`src/rtl/float_fmt_pkg.sv`:
```
// Shared definitions for the small-float code format: field widths,
// decoder FSM states and the packed {e, m} code used by encoder and decoder.
package float_fmt_pkg;

  localparam int MW = 4;
  localparam int EW = 3;
  localparam int BW = 11;

  // The widest value is a full mantissa shifted by the largest exponent.
  localparam bit FMT_OK = (BW == MW + (1 << EW) - 1);

  typedef enum logic [1:0] {
    ST_IDLE  = 2'd0,
    ST_SHIFT = 2'd1,
    ST_DONE  = 2'd2
  } state_e;

  typedef struct packed {
    logic [EW-1:0] e;
    logic [MW-1:0] m;
  } float_code_t;

endpackage

```
`src/rtl/float2int_serial.sv`:
```
// Serial small-float decoder: B = M << E, shifted one bit per cycle behind
// valid/ready handshakes on both sides.
module float2int_serial #(
  parameter int MW = float_fmt_pkg::MW,
  parameter int EW = float_fmt_pkg::EW,
  parameter int BW = float_fmt_pkg::BW
) (
  input  logic          clk,
  input  logic          rst,
  input  logic          in_valid,
  output logic          in_ready,
  input  logic [EW-1:0] in_e,
  input  logic [MW-1:0] in_m,
  output logic          out_valid,
  input  logic          out_ready,
  output logic [BW-1:0] out_b,
  output logic          out_noncanon
);
  import float_fmt_pkg::*;

  if (BW != MW + (1 << EW) - 1) begin : g_bw_check
    $error("float2int_serial: BW must equal MW + 2**EW - 1");
  end
  if (!FMT_OK) begin : g_pkg_check
    $error("float_fmt_pkg: BW must equal MW + 2**EW - 1");
  end

  state_e        state_q, state_d;
  logic [BW-1:0] acc_q, acc_d;
  logic [EW-1:0] cnt_q, cnt_d;
  logic          nc_q, nc_d;

  always_ff @(posedge clk) begin
    if (rst) begin
      state_q <= ST_IDLE;
      acc_q   <= '0;
      cnt_q   <= '0;
      nc_q    <= 1'b0;
    end else begin
      state_q <= state_d;
      acc_q   <= acc_d;
      cnt_q   <= cnt_d;
      nc_q    <= nc_d;
    end
  end

  always_comb begin
    state_d   = state_q;
    acc_d     = acc_q;
    cnt_d     = cnt_q;
    nc_d      = nc_q;
    in_ready  = 1'b0;
    out_valid = 1'b0;
    case (state_q)
      ST_IDLE: begin
        in_ready = !rst;
        if (in_valid) begin
          acc_d   = {{(BW-MW){1'b0}}, in_m};
          cnt_d   = in_e;
          // A canonical code with a nonzero exponent always has its mantissa MSB set.
          nc_d    = (in_e != '0) && !in_m[MW-1];
          state_d = (in_e == '0) ? ST_DONE : ST_SHIFT;
        end
      end
      ST_SHIFT: begin
        acc_d = acc_q << 1;
        cnt_d = cnt_q - 1'b1;
        if (cnt_q == EW'(1)) state_d = ST_DONE;
      end
      ST_DONE: begin
        out_valid = 1'b1;
        if (out_ready) state_d = ST_IDLE;
      end
      default: state_d = ST_IDLE;
    endcase
  end

  assign out_b        = acc_q;
  assign out_noncanon = nc_q;

endmodule
```
`config.mk`:
```
export PLATFORM = sky130hd
export DESIGN_NAME = float2int_serial
export DESIGN_NICKNAME = d
export VERILOG_FILES = /design/src/rtl/float_fmt_pkg.sv /design/src/rtl/float2int_serial.sv
export SDC_FILE = /design/constraint.sdc
export NUM_CORES = 1
export LEC_CHECK = 0
export CORE_MARGIN = 5
export CORE_UTILIZATION = 39
export CTS_BUF_LIST = sky130_fd_sc_hd__clkbuf_16
export CTS_CLUSTER_SIZE = 20
export DETAILED_ROUTE_END_ITERATION = 16
export HOLD_SLACK_MARGIN = 0.08
export PLACE_DENSITY_LB_ADDON = 0.3
export SYNTH_ARGS = -nofsm -noshare
export SYNTH_HDL_FRONTEND = slang
export SYNTH_SLANG_ARGS = --single-unit
```
`constraint.sdc`:
```
create_clock -name clk -period 1.3 [get_ports clk]
set_input_delay 0.13 -clock clk [delete_from_list [all_inputs] [get_ports clk]]
set_output_delay 0.13 -clock clk [all_outputs]
set_load 0.01 [all_outputs]
```
==> out/qor.yml <==
timing:
  drv_slew: 0
  period_needed_ns: 1.34
  hold_viol: 0
  max_slew_margin_pct: 75.6
  fin_crit_sh_pct: 103
  setup-violations-final: 1
  worst_pin_slew_ns: 0.363
  fmax_mhz: 749
  postLayoutSetupSlackWorst_ns: -0.0350
  finClkSkew_ns: 0.00417
  whs_ns: 0.461
  grt_setup_unrepaired: "true"
route:
  vias_per_cell: 5.12
  ant_nets: 0
  firstDrtPassIters: 4
  vias: 758
  route.detailed.drc: 0
  drtIter0Drc: 15
  wl_per_cell_um: 14.4
  wirelength_um: 2130
clock_network:
  clk_pin_slew_ns: 0.05
  cts_tree: "yes"
  cts_buffers: 3
  cts-root-buf: "clkbuf_16"
  clk_latency_ns: 0.25
  clk_path_buf_depth: 2
  htreeDepth: 1
  cts_sinks: 17
global_routing:
  grt_pass1_wl_um: 3370
  antenna_found_initial: 0
  grt_max_degree: 18
  grt-ovfl-total: 0
  grt_use_total_pct: 16.1
  grt_pass1_vias: 781
setup_path:
  r2r-start: "state_q[0]"
  cp-startpoint: "state_q[0]"
  critical_path.max_fanout: 7
  critical_path.endpoint: "out_noncanon"
  worstPathRequired_ns: 1.49
  r2r-end: "out_noncanon"
  ff2ff_path_depth: 3
  path_cells: "or3b_4 > or3_4 > a21oi_2"
  crit_arrival_ns: 1.52
  r2r_slack_ns: -0.04
  worstSetupPathType: "flip-flop to flip-flop"
  crit_slowest_cell: "or3_4"
  cp-start-kind: "flip-flop"
  critPathMaxStageDelay_ns: 0.40
  endpoint_kind: "flip-flop"
yosys:
  netlist_area_um2: 767
  synth_area_per_cell_um2: 9.13
  ys_types: 24
  netlist_instances: 84
  seq_area_frac_synth_pct: 44.4
  synth_warnings: 0
  synth-seq-cells: 17
  syn-num-nets: 97
floorplanning:
  fp.dieW_um: 54.3
  start_util_pct: 39.9
  dieArea_um2: 2950
  num_rows: 16
  pin_count: 25
  die_h_um: 54.3
  core-area_um2: 1920
pwr:
  p_per_area_nw_per_um2: 1210
  power_frac_clock_pct: 39.6
  switching_share_pct: 24.4
  power_frac_comb_pct: 21.8
  leakage_uw: 0.000664
  p_sw_uw: 371
  peakVddDrop_mv: 0.809
  internal_power_uw: 1150
  pwr-share-seq_pct: 38.5
flow_run:
  drv_cap: 0
final_layout:
  finalNetCount: 135
  antenna_cells: 0
  drive_gt1_share_pct: 21.5
  postLayoutCoreUtil_pct: 65.6
  fillers: 174
  syn2layout_area_growth_pct: 64.4
run_status:
  violations: "setup timing"
  status: "finished, violations left"
place:
  pre_cts_ws_ns: -0.240
  io_buffers: 24
  gp_congestion: 0.816
  dp_hpwl_um: 1470
hold_path:
  hold_path.class: "input port to flip-flop"
[kinds of logic after synthesis]
group | share of synthesized area, %
fa+ha+maj | 3.26
flops | 44.4
mux | 7.83
buf+inv | 5.38
compound gates | 21.2
simple gates | 17.9
[worst max-delay path, delay by kind of cell, from the launching register on]
| family | cells | cell delay [ns] |
|---|---|---|
| AND/OR/NAND/NOR | 2 | 0.78 |
| AO/OA/AOI/OAI | 1 | 0.13 |
| flip-flops | 1 | 0.36 |
[power groups by stage]
stage | logic [µW] | registers [µW] | clock network (µW)
finish | 332 | 586 | 603
global route | 364 | 591 | 650
CTS | 321 | 586 | 614
detailed placement | 322 | 595 | 0
global placement | 314 | 593 | 0
floorplan | 151 | 595 | 0
[cell usage after synthesis (all sizes together)]
| library cell | n | share of area, % |
|---|---|---|
| dfxtp | 17 | 44 |
| nor2 | 16 | 7.8 |
| a22oi | 8 | 7.8 |
| a211oi | 6 | 5.9 |
| mux2i | 6 | 7.8 |
| inv | 4 | 2.0 |
| a21oi | 3 | 2.4 |
| buf | 3 | 2.0 |
| clkbuf | 3 | 1.5 |
| nor2b | 3 | 2.4 |
| ha | 2 | 3.3 |
| nor3 | 2 | 1.3 |
| a222oi | 1 | 1.3 |
| and3 | 1 | 0.82 |
| nand2 | 1 | 0.49 |
| nor3b | 1 | 0.98 |
| nor4 | 1 | 0.82 |
| nor4bb | 1 | 1.3 |
| o21a | 1 | 0.98 |
| o21ba | 1 | 1.3 |
| o21bai | 1 | 1.5 |
| or3 | 1 | 0.82 |
| or3b | 1 | 1.1 |
[metrics by stage]
step | instances | TNS [ns] | total power, µW | cell area, µm²
after floorplan | 84 | 0 | 746 | 767
after global placement | 143 | -1.28 | 907 | 1130
after detailed placement | 143 | -1.77 | 916 | 1130
after CTS | 147 | -0.00749 | 1520 | 1210
after global routing | 148 | -0.0985 | 1610 | 1260
final | 148 | -0.0350 | 1520 | 1260
[sequential cells by signal, indices dropped and copies added (netlist names)]
name,cells
out_b,11
state_q,2
cnt_q,3
out_noncanon,1
[placed cells by master, fill, tap and decap left out, types with 2 or more instances in the layout]
cell type,n
dlymetal6s2s_1,9
mux2i_1,6
a21oi_1,2
buf_4,14
inv_1,5
dlygate4sd2_1,3
a211oi_1,6
nor2b_1,3
clkdlybuf4s50_1,12
a22oi_1,8
ha_1,2
dfxtp_1,15
nor3_1,2
clkbuf_16,3
nor2_1,16
[layer usage]
metal	GRT usage (%)	up-vias	part of all wire, %
met1	19.0	352	43
li1	-	373	-
met3	3.27	7	5.8
met5	0	-	0
met4	10.4	0	3.1
met2	26.3	26	48
[area by class of cell]
cell class / count / area, µm² / area share (%)
repair buffers: 39 / 384 / 30.5
clock buffers: 3 / 75.1 / 5.95
flip-flops and latches: 17 / 345 / 27.4
well taps: 27 / 33.8 / 2.68
multi-input cells: 57 / 404 / 32.0
clock inverters: 1 / 3.75 / 0.298
inverters: 4 / 15.0 / 1.19
[how the worst min path moves through the flow]
| stage | start | endpoint | slack (ns) | cells after the start |
|---|---|---|---|---|
| 2_1_floorplan | in_m[0] | out_b[0] | 0.28 | 2 |
| 4_1_cts | out_noncanon | out_noncanon | 0.48 | 2 |
| 3_5_place_dp | out_noncanon | out_noncanon | 0.47 | 2 |
| 3_3_place_gp | out_noncanon | out_noncanon | 0.46 | 2 |
| 6_report | in_valid | out_noncanon | 0.46 | 4 |
| 5_1_grt | in_valid | out_noncanon | 0.48 | 4 |
[repair_timing]
item,4_1_cts,5_1_grt
hold buffers,0,0
pin swaps,0,3
resized for setup,5,14
buffers inserted,0,1
setup endpoints to repair,5,16
cloned,0,0
Power figures use the tool's default switching activity.
